--- config.mk ---
export PLATFORM = sky130hd
export DESIGN_NAME = key_entry_ctrl_flat
export DESIGN_NICKNAME = d
export VERILOG_FILES = /design/src/rtl/key_entry_ctrl_if.sv /design/src/rtl/key_entry_ctrl.sv /design/src/flat_wrapper.sv
export SDC_FILE = /design/constraint.sdc
export NUM_CORES = 1
export LEC_CHECK = 0
export ABC_AREA = 1
export CAP_MARGIN = 10
export CORE_AREA = 2 2 111 70
export CTS_CLUSTER_DIAMETER = 80
export DETAILED_ROUTE_END_ITERATION = 8
export DIE_AREA = 0 0 113 72
export GPL_TIMING_DRIVEN = 0
export HOLD_SLACK_MARGIN = 0.15
export PLACE_DENSITY = 0.78
export SYNTH_ARGS = -nofsm -noshare
export SYNTH_HDL_FRONTEND = slang
export SYNTH_SLANG_ARGS = --single-unit
--- constraint.sdc ---
create_clock -name sys_clk -period 3.4 [get_ports sys_clk]
set_input_delay 0.68 -clock sys_clk [delete_from_list [all_inputs] [get_ports sys_clk]]
set_output_delay 0.68 -clock sys_clk [all_outputs]
set_load 0.005 [all_outputs]
--- src/rtl/key_entry_ctrl_if.sv ---
// Keypad entry bus: scanner level input, entry buffer view,
// action pulses and committed-value valid/ready handshake.
interface key_entry_ctrl_if;
    logic        key_valid;
    logic [3:0]  key_data;
    logic [23:0] show_data;
    logic [2:0]  digit_cnt;
    logic        beep_req;
    logic        err;
    logic        out_valid;
    logic [23:0] out_data;
    logic        out_ready;

    modport master (
        output key_valid,
        output key_data,
        output out_ready,
        input  show_data,
        input  digit_cnt,
        input  beep_req,
        input  err,
        input  out_valid,
        input  out_data
    );

    modport slave (
        input  key_valid,
        input  key_data,
        input  out_ready,
        output show_data,
        output digit_cnt,
        output beep_req,
        output err,
        output out_valid,
        output out_data
    );
endinterface

--- src/rtl/key_entry_ctrl.sv ---
// Keypad entry controller: press detection with release lockout,
// six-digit entry buffer, and committed-value output handshake.
module key_entry_ctrl #(
    parameter int unsigned RELEASE_CYC = 1000
) (
    input  logic             sys_clk,
    input  logic             sys_rst,
    key_entry_ctrl_if.slave  bus
);

    typedef enum logic {
        IDLE,
        WAIT_REL
    } state_t;

    localparam logic [15:0] REL_LAST = 16'(RELEASE_CYC - 1);

    state_t      state_q, state_d;
    logic        kv_q, kv_qq;
    logic [3:0]  kd_q;
    logic [15:0] low_cnt_q, low_cnt_d;
    logic [23:0] show_q, show_d;
    logic [2:0]  cnt_q, cnt_d;
    logic        beep_q, beep_d;
    logic        err_q, err_d;
    logic        ov_q, ov_d;
    logic [23:0] od_q, od_d;
    logic        press;

    assign press = kv_q & ~kv_qq & (state_q == IDLE);

    // Next-state: release lockout counter, key decode, handshake
    always_comb begin
        state_d   = state_q;
        low_cnt_d = low_cnt_q;
        show_d    = show_q;
        cnt_d     = cnt_q;
        beep_d    = 1'b0;
        err_d     = 1'b0;
        ov_d      = ov_q;
        od_d      = od_q;

        if (ov_q && bus.out_ready) begin
            ov_d = 1'b0;
        end

        unique case (state_q)
            IDLE: begin
                if (press) begin
                    state_d = WAIT_REL;
                    if (kd_q <= 4'h9) begin
                        if (cnt_q != 3'd6) begin
                            show_d = {show_q[19:0], kd_q};
                            cnt_d  = cnt_q + 3'd1;
                            beep_d = 1'b1;
                        end else begin
                            err_d = 1'b1;
                        end
                    end else if (kd_q == 4'hA) begin
                        if (cnt_q != 3'd0) begin
                            show_d = {4'h0, show_q[23:4]};
                            cnt_d  = cnt_q - 3'd1;
                            beep_d = 1'b1;
                        end else begin
                            err_d = 1'b1;
                        end
                    end else if (kd_q == 4'hB) begin
                        show_d = '0;
                        cnt_d  = '0;
                        beep_d = 1'b1;
                    end else if (kd_q == 4'hE) begin
                        if (cnt_q != 3'd0 && !ov_q) begin
                            od_d   = show_q;
                            ov_d   = 1'b1;
                            show_d = '0;
                            cnt_d  = '0;
                            beep_d = 1'b1;
                        end else begin
                            err_d = 1'b1;
                        end
                    end
                end
            end
            WAIT_REL: begin
                if (kv_q) begin
                    low_cnt_d = '0;
                end else if (low_cnt_q == REL_LAST) begin
                    low_cnt_d = '0;
                    state_d   = IDLE;
                end else begin
                    low_cnt_d = low_cnt_q + 16'd1;
                end
            end
            default: state_d = IDLE;
        endcase
    end

    // State and registered outputs; key level sync resets high
    always_ff @(posedge sys_clk or posedge sys_rst) begin
        if (sys_rst) begin
            state_q   <= IDLE;
            kv_q      <= 1'b1;
            kv_qq     <= 1'b1;
            kd_q      <= '0;
            low_cnt_q <= '0;
            show_q    <= '0;
            cnt_q     <= '0;
            beep_q    <= 1'b0;
            err_q     <= 1'b0;
            ov_q      <= 1'b0;
            od_q      <= '0;
        end else begin
            state_q   <= state_d;
            kv_q      <= bus.key_valid;
            kv_qq     <= kv_q;
            kd_q      <= bus.key_data;
            low_cnt_q <= low_cnt_d;
            show_q    <= show_d;
            cnt_q     <= cnt_d;
            beep_q    <= beep_d;
            err_q     <= err_d;
            ov_q      <= ov_d;
            od_q      <= od_d;
        end
    end

    assign bus.show_data = show_q;
    assign bus.digit_cnt = cnt_q;
    assign bus.beep_req  = beep_q;
    assign bus.err       = err_q;
    assign bus.out_valid = ov_q;
    assign bus.out_data  = od_q;

endmodule

--- src/flat_wrapper.sv ---
// flat-port wrapper written by rule: the top's interface ports become plain ports
module key_entry_ctrl_flat 
#(
    parameter int unsigned RELEASE_CYC = 1000
)
  (sys_clk, sys_rst, bus_key_valid, bus_key_data, bus_out_ready, bus_show_data, bus_digit_cnt, bus_beep_req, bus_err, bus_out_valid, bus_out_data);
  key_entry_ctrl_if bus_i ();
  input  logic sys_clk;
  input  logic sys_rst;
  input wire logic [$bits(bus_i.key_valid)-1:0] bus_key_valid;
  input wire logic [$bits(bus_i.key_data)-1:0] bus_key_data;
  input wire logic [$bits(bus_i.out_ready)-1:0] bus_out_ready;
  output wire logic [$bits(bus_i.show_data)-1:0] bus_show_data;
  output wire logic [$bits(bus_i.digit_cnt)-1:0] bus_digit_cnt;
  output wire logic [$bits(bus_i.beep_req)-1:0] bus_beep_req;
  output wire logic [$bits(bus_i.err)-1:0] bus_err;
  output wire logic [$bits(bus_i.out_valid)-1:0] bus_out_valid;
  output wire logic [$bits(bus_i.out_data)-1:0] bus_out_data;
  assign bus_i.key_valid = bus_key_valid;
  assign bus_i.key_data = bus_key_data;
  assign bus_i.out_ready = bus_out_ready;
  assign bus_show_data = bus_i.show_data;
  assign bus_digit_cnt = bus_i.digit_cnt;
  assign bus_beep_req = bus_i.beep_req;
  assign bus_err = bus_i.err;
  assign bus_out_valid = bus_i.out_valid;
  assign bus_out_data = bus_i.out_data;
  key_entry_ctrl #(.RELEASE_CYC(RELEASE_CYC)) u_core (.sys_clk(sys_clk), .sys_rst(sys_rst), .bus(bus_i));
endmodule
; Word level (Yosys, flattened, before mapping)
; Index checks and enable logic that the tools add are counted.
; W data, S select, Z words.
[word_totals]
ff_bits = 77
input_bits = 8
out_inout_bits = 54
word_cells = 83
[op_classes]
addsub = 3
order_cmp = 1
n_eq_ne = 7
n_mux = 46
bitwise_logic = 7
n_reduce_logical = 8
[ops]
columns = operator, n
row1 = $mux W24, 7
row2 = $mux W16, 2
row3 = $mux W1, 29
row4 = $mux W3, 7
row5 = $add A16 B1 Y16 const B, 1
row6 = $eq A16 B10 Y1 const B, 1
row7 = $eq A4 B4 Y1 const B, 3
row8 = $reduce_bool A4 Y1, 2
row9 = $reduce_and A7 Y1, 1
row10 = $reduce_and A6 Y1, 1
row11 = $not A1 Y1, 5
row12 = $le A4 B4 Y1 const B, 1
row13 = $add A3 B1 Y3 const B, 1
row14 = $ne A3 B2 Y1 const B, 1
row15 = $ne A3 B3 Y1 const B, 1
row16 = $reduce_bool A3 Y1, 1
row17 = $sub A3 B1 Y3 const B, 1
row18 = $and A1 B1 Y1, 2
row19 = $logic_and A1 B1 Y1, 2
row20 = $ne A2 B2 Y1 const B, 1
row21 = $pmux W1 S2, 1
row22 = $logic_not A1 Y1, 1

; Logic depth before layout (Yosys ltp)
; Gate-level depths: netlist of run 1.
[logic_depth]
depth_word = 9
ltp_mapped = 11
depth_no_buf = 10

; Worst setup path before layout of run 1
; OpenSTA, ideal clock, no wires.
[synth_timing]
path_type = reg-to-reg
from = reg u_core.cnt_q[0] (netlist: u_core.bus.digit_cnt[0])
to = reg u_core.od_q[11] (netlist: u_core.bus.out_data[11])
setup_time_ps = 132
arrival_ps = 1416
required_time_ps = 3268
slack_ps = 1851
path_stages_with_launch = 11
n_path_buf = 2
period_less_slack_ps = 1549
path_cell_list = dfrtp_1 > inv_1 > ha_1 > nand2_1 > nand2_1 > inv_1 > nand3_1 > buf_2 > buf_2 > nand2_1 > o21ai_0
[synth_via]
elab_chain_len = 3
[synth_lines]
columns = element, line
row1 = from (decl), key_entry_ctrl.sv:23  ; logic [2:0] cnt_q, cnt_d;
row2 = from (signal assigned), key_entry_ctrl.sv:119  ; cnt_q <= cnt_d;
row3 = $reduce_bool A3 Y1, key_entry_ctrl.sv:72  ; if (cnt_q != 3'd0 && !ov_q) begin
row4 = $logic_and A1 B1 Y1, key_entry_ctrl.sv:72
row5 = $reduce_and A7 Y1 (no source line), --
row6 = to (signal assigned), key_entry_ctrl.sv:111  ; od_q <= '0;
row7 = to (signal assigned), key_entry_ctrl.sv:123  ; od_q <= od_d;
row8 = to (decl), key_entry_ctrl.sv:27  ; logic [23:0] od_q, od_d;
; Every way passes these cells.
; A chain may end at the register's enable or synchronous reset.

; Worst setup path in the final report of run 1
[layout_timing]
from = reg u_core.cnt_q[2] (netlist: u_core.bus.digit_cnt[2])
to = out bus_digit_cnt[2]
[layout_rtl]
columns = element, line
row1 = to (decl), flat_wrapper.sv:14  ; output wire logic [$bits(bus_i.digit_cnt)-1:0] bus_digit_cnt;
; No word-level cell between the ends.

==> results of run 1 <==
metal layers:
| metal | global-route usage [%] | share of wire [%] |
|---|---|---|
| met1 | 37.5 | 48 |
| met2 | 35.5 | 43 |
| met3 | 7.94 | 8.4 |
| met4 | 5.83 | 1.5 |
| met5 | 0 | 0 |
state kept, by name (all words and copies together), names as in the netlist:
name and count:
u_core.bus.digit_cnt 3, u_core.low_cnt_q 16, u_core.kv_q 1, u_core.bus.err 1, u_core.bus.out_valid 1, u_core.bus.beep_req 1
u_core.bus.out_data 24, u_core.state_q 1, u_core.kv_qq 1, u_core.kd_q 4, u_core.bus.show_data 24
worst reg2reg max path, stage by stage, from the launching register on:
cell and delay (ns):
dfstp_2 0.55, inv_1 0.08, nor2_1 0.13, nand2_1 0.10
inv_1 0.08, o21ai_0 0.16, nor2_4 0.30, buf_6 0.19
nand3_1 0.11, nand2_1 0.10
worst min path at each step:
stage	from	to	depth (start not counted)	slack (ns)
after floorplan	u_core.kv_q	u_core.kv_qq	0	0.36
after global placement	u_core.kv_q	u_core.kv_qq	0	0.37
after detailed placement	u_core.kv_q	u_core.kv_qq	0	0.37
after CTS	u_core.kv_q	u_core.kv_qq	0	0.38
after global routing	u_core.kv_q	u_core.kv_qq	0	0.38
final	u_core.kv_q	u_core.kv_qq	0	0.38
cell usage in the layout (no fill, tap or decap), drive strengths merged:
master / Yosys / final
nand2: 132 / 132
dfrtp: 75 / 75
clkdlybuf4s50: 0 / 61
inv: 53 / 56
nor2: 52 / 52
nand3: 39 / 39
o21ai: 32 / 32
o22ai: 20 / 20
clkbuf: 7 / 16
buf: 11 / 12
xor2: 8 / 8
ha: 5 / 5
nand4: 4 / 4
xnor2: 4 / 4
clkinvlp: 0 / 3
dfstp: 2 / 2
a21oi: 1 / 1
a21boi: 1 / 1
clkinv: 0 / 1
cell families (layout without fill, tap and decap cells):
| logic type | Yosys count | after routing | share of synthesized area (%) |
|---|---|---|---|
| xor gates and xnor gates | 12 | 12 | 2.88 |
| AOI/OAI and AO/OA | 54 | 54 | 8.17 |
| adders and majority gates | 5 | 5 | 1.72 |
| DFF | 77 | 77 | 52.9 |
| buffers and inverters | 71 | 149 | 8.37 |
| and+or+nand+nor | 227 | 227 | 25.9 |
power by group through the flow:
stage                     logic (mW)  registers, mW  clock network, mW
after floorplan                0.116          0.984                  0
after global placement         0.164          0.989                  0
after detailed placement       0.175          0.989                  0
after CTS                      0.176          0.973              0.918
after global routing           0.200          0.978              0.963
final                          0.176          0.973              0.911
cell type report:
cell class                      instances  share of cell area [%]
Buffer                                 18                    2.27
Clock buffer                            9                    4.81
Clock inverter                          7                    1.23
Inverter                               53                    4.30
Multi-Input combinational cell        298                    30.1
Sequential cell                        77                    41.2
Tap cell                               91                    2.43
Timing Repair Buffer                   62                    13.6
==> metrics.md, run 1 <==
| Metric | Value |
|---|---|
| Outcome | `finished, violations left` |
| Failing checks | `DRC` |
| EDFF count, synth | `0` |
| Final min period | `2.05 ns` |
| Rows | `24` |
| Antenna violations before repair | `0` |
| Buf/Inv on CP | `1` |
| TritonCTS clock tree | `built` |
| Routed WL | `9620 um` |
| Setup WS post-layout | `about 1.3 ns` |
| Comb power frac | `roughly 8.6%` |
| Critical path class | `flop to output pin` |
| Core Util, Final | `about two thirds` |
| HPWL after detailed placement | `~6900 um` |
| PD cells | `roughly 440 mW/mm^2` |
| Relative slew slack | `64.9%` |
| Clock Skew | `0.00715 ns` |
| Final std cells w/o fill | `615` |
| Syn Inst Count | `446` |
| Final setup fails | `0` |
| Layout area overhead | `28.4%` |
| Design Power | `between 2 and 2.5 mW` |
| Width of the die | `around 110 um` |
| Critical Path Max Stage Delay | `0.56 ns` |
| Number of diodes | `0` |
| H-Tree Depth | `3` |
| Worst-path cell chain | `clkdlybuf4s50_1` |
| Initial detailed-routing violation count | `323` |
| Pint | `about 1.5 mW` |
| Largest net degree at the start of global routing | `64` |
| Fmax | `488 MHz` |
| CTS Buf Count | `9` |
| GPL Wtd Cong | `0.904` |
| Max-cap violations | `0` |
| Clk sinks | `77` |
| GRT Total Usage | `about a quarter` |
| Placed Area | `0.00440 mm^2` |
| CTS Buffer Depth | `2` |
| Postcts setup bufs | `0` |
| Worst R2R Start | `u_core.kv_q` |
| Nets@finish | `532` |
| RR Endpoint | `u_core.bus.show_data[14]` |
| Switching Fraction | `a little over a quarter` |
| Hold Fails Final Rpt | `0` |
| Dpl ws | `1.59 ns` |
| Worst skew pair latency | `0.34 ns` |
| Area of the multi-input gates | `approximately 0.0014 mm^2` |
| Share of cells above drive strength 1 | `just over 7%` |
| Initial Utilization | `51.4%` |
| Fin area | `0.00468 mm^2` |
| Ports | `62` |
| Mapped Area | `around 0.0036 mm^2` |
| LEAKAGE | `2.15 nW` |
| Peak supply drop | `0.000268 V` |
| Vias post-DR | `3327` |
| Root Driver | `clkbuf_16` |
| Die Ht | `slightly above 70 um` |
| CP Depth | `1` |
| Most frequent cell after synthesis | `nand2_1` |
| Psw | `0.543 mW` |
| Mapped Nets | `approximately 460` |
| Reg2Reg Setup Slack | `1.54 ns` |
| WP data arrival | `1.37 ns` |
| Placed Instances | `~600` |
| RSZ-0062 raised after global routing | `no` |
| Async SR Flop Fraction | `100%` |
| Family with the most delay on the worst path | `buffers and inverters` |
| Global-route wire length before repair | `15700 um` |
| Worst-path maximum fanout | `6` |
| Most common flop cell mapped by yosys | `dfrtp_1` |
| Hold buffers post-CTS | `0` |
| Post-synth top cells | `nand2_1 (132), dfrtp_1 (75), inv_1 (52)` |
| DRC | `7` |
| Die area | `0.00814 mm^2` |
| Final-report max-slew violation count | `0` |
| Seq/Total Area, Yosys | `52.9%` |
| Post-cts sizing count | `0` |
| Period utilisation layout | `60.3%` |
| Critical path capture point type | `output pin` |
| Pre-antenna DRT Iters | `7` |
| Reg2reg path depth | `9` |
| WHS | `between 0.3 and 0.4 ns` |
| Area leader, netlist | `dfrtp_1` |
| Wirelength per Cell | `15.6 um` |
| Syn Area/Cell | `slightly above 8 um^2` |
| Via/cell ratio | `5.41` |
| Reg clk slew, reported paths | `0.06 ns` |
| Core area | `0.00709 mm^2` |
| Share of total power in the clock network | `44.2%` |
| Area contributors post-synth | `dfrtp_1 (51%), nand2_1 (14%), inv_1 (5.4%)` |
| Total congestion overflow | `0` |
| End point of the critical path | `bus_digit_cnt[2]` |
| Register area | `0.00193 mm^2` |
| Worst Max-Slew Pin Slew | `0.527 ns` |
| Layout fillers | `between 500 and 600` |
| DRT antenna net count | `0` |
| Yosys warning total | `0` |
| Port bufs | `61` |
| Worst path slowest cell | `clkdlybuf4s50_1` |
| CP startpoint kind | `flop` |
| WP data required | `2.72 ns` |
| Synth Register Bits | `77` |
| Worst Setup SP | `u_core.bus.digit_cnt[2]` |
| Vias in the first global route | `around 3100` |
| Post-synth top area share | `51.5%` |
| Yosys cell types | `23` |
| Hold WC Path Type | `flop to flop` |
| Sequential fraction of design power | `47.2%` |
| Total negative slack | `0 ns` |
(Power assumes the default switching activity.)
==> run 2, diff against run 1 <==
clock period = 1.9 ns   (was 3.4 ns; I/O delays follow)
==> metrics.md, run 2 (synthesis gave the netlist of run 1 again) <==
| Metric | Value |
|---|---|
| GPL Wtd Cong | `slightly above 0.9` |
| Vias in the first global route | `3164` |
| Layout area overhead | `31.6%` |
| WP data arrival | `2.07 ns` |
| Relative slew slack | `64.7%` |
| Antenna violations before repair | `0` |
| Most common cell after layout, fill and taps aside | `nand2_1` |
| Worst Max-Slew Pin Slew | `0.530 ns` |
| H-Tree Depth | `3` |
| DRC | `6` |
| Width of the die | `~110 um` |
| Clock Skew | `0.00499 ns` |
| LEAKAGE | `about 2.2 nW` |
| Via/cell ratio | `approximately 5.4` |
| Port bufs | `61` |
| HPWL after detailed placement | `6760 um` |
| Initial detailed-routing violation count | `320` |
| Clk sinks | `77` |
| Final std cells w/o fill | `a little over 600` |
| Gr busiest metal | `met1` |
| Dpl ws | `just under 0.06 ns` |
| Worst R2R Start | `u_core.kv_q` |
| Hold Fails Final Rpt | `0` |
| GRT Total Usage | `25.2%` |
| WP data required | `2.17 ns` |
| CTS Buffer Depth | `2` |
| Worst-path maximum fanout | `10` |
| Worst skew pair latency | `0.34 ns` |
| Pre-antenna DRT Iters | `7` |
| Number of diodes | `0` |
| Setup WS post-layout | `between 0.1 and 0.15 ns` |
| Grt met2 use | `36.3%` |
| Critical path class | `flop to flop` |
| TritonCTS clock tree | `built` |
| CTS Buf Count | `9` |
| Max-cap violations | `0` |
| Reg2reg path depth | `9` |
| Wirelength per Cell | `15.3 um` |
| Reg clk slew, reported paths | `0.06 ns` |
| Root Driver | `clkbuf_16` |
| Placed Area | `about 0.0044 mm^2` |
| Reg2Reg Setup Slack | `0.11 ns` |
| Vias post-DR | `3363` |
| Hold WC Path Type | `primary input to asynchronous set/reset pin` |
| Rows | `24` |
| Register area | `0.00193 mm^2` |
| Most frequent cells in the layout | `nand2_1 (132), dfrtp_1 (75), clkdlybuf4s50_1 (61), inv_1 (51), nor2_1 (48)` |
| Critical path capture point type | `flop` |
| Core area | `0.00709 mm^2` |
| Share of cells above drive strength 1 | `8.70%` |
| Area of the multi-input gates | `0.00142 mm^2` |
| CP startpoint kind | `flop` |
| RR Endpoint | `u_core.bus.show_data[7]` |
| Total negative slack | `0 ns` |
| Largest net degree at the start of global routing | `43` |
| Initial Utilization | `51.4%` |
| DRT antenna net count | `0` |
| Die area | `0.00814 mm^2` |
| Fmax | `between 500 and 600 MHz` |
| Layout fillers | `590` |
| PD cells | `829 mW/mm^2` |
| Routed WL | `9510 um` |
| Worst Setup SP | `u_core.kv_q` |
| Global-route wire length before repair | `16100 um` |
| Nets@finish | `around 540` |
| Core Util, Final | `approximately two thirds` |
| Hold buffers post-CTS | `0` |
| Total congestion overflow | `0` |
| M1 GR Usage | `around 38%` |
| Placed Instances | `600` |
| GRT met3 Usage | `5.18%` |
| Failing checks | `DRC` |
| Period utilisation layout | `94.4%` |
| Peak supply drop | `about 0.00051 V` |
| Final setup fails | `0` |
| Fin area | `between 0.004 and 0.005 mm^2` |
| Final-report max-slew violation count | `0` |
| Final min period | `1.79 ns` |
| WHS | `0.270 ns` |
| Outcome | `finished, violations left` |
| Design Power | `3.98 mW` |
| Ports | `62` |
| Die Ht | `72 um` |
[run 2: cell types whose count changed in the layout (fill, tap and decap cells not counted), sizes merged]
cell,delta
clkbuf,+1
inv,-2
bufinv,+2
buf,+5
clkinvlp,-1
[run 2: power breakdown]
part           switching (mW)  internal (mW)
Sequential             0.0517           1.69
Clock                   0.697           1.20
Combinational           0.201          0.138
Total                   0.950           3.03
[run 2: metal layers]
layer  part of all wire [%]  vias up
met1                     47     1619
li1                       -     1570
met4                    1.6        0
met2                     43      155
met5                      0        -
met3                    7.8       19
[run 2: timing repair]
action	4_1_cts	5_1_grt
setup endpoints to repair	0	52
resized for setup	0	13
buffers inserted	0	4
[run 2: worst max-delay path by stage]
| stage | endpoint | slack, ns | cells after the start |
|---|---|---|---|
| 3_5_place_dp | u_core.bus.out_data[11] | 0.06 | 9 |
| 2_1_floorplan | u_core.bus.out_data[11] | 0.35 | 10 |
| 3_3_place_gp | u_core.bus.digit_cnt[1] | -0.23 | 2 |
| 6_report | u_core.bus.show_data[7] | 0.11 | 9 |
| 4_1_cts | u_core.bus.out_data[11] | 0.04 | 9 |
| 5_1_grt | u_core.bus.out_data[11] | -0.02 | 9 |
[run 2: layout make-up]
class / instances / area share, %
Timing Repair Buffer: 67 / 14.2
Inverter: 53 / 4.22
Multi-Input combinational cell: 298 / 29.6
Clock buffer: 10 / 4.98
Sequential cell: 77 / 40.2
Buffer: 18 / 2.50
Clock inverter: 6 / 1.96
Tap cell: 91 / 2.37
[run 2: critical path, stage by stage, from the launching register on]
cell     delay, ns
dfstp_2       0.54
inv_1         0.09
nor2_2        0.11
nand2_1       0.12
inv_1         0.13
o21ai_0       0.18
nor2_4        0.22
buf_6         0.17
nand3_1       0.08
nand2_1       0.08
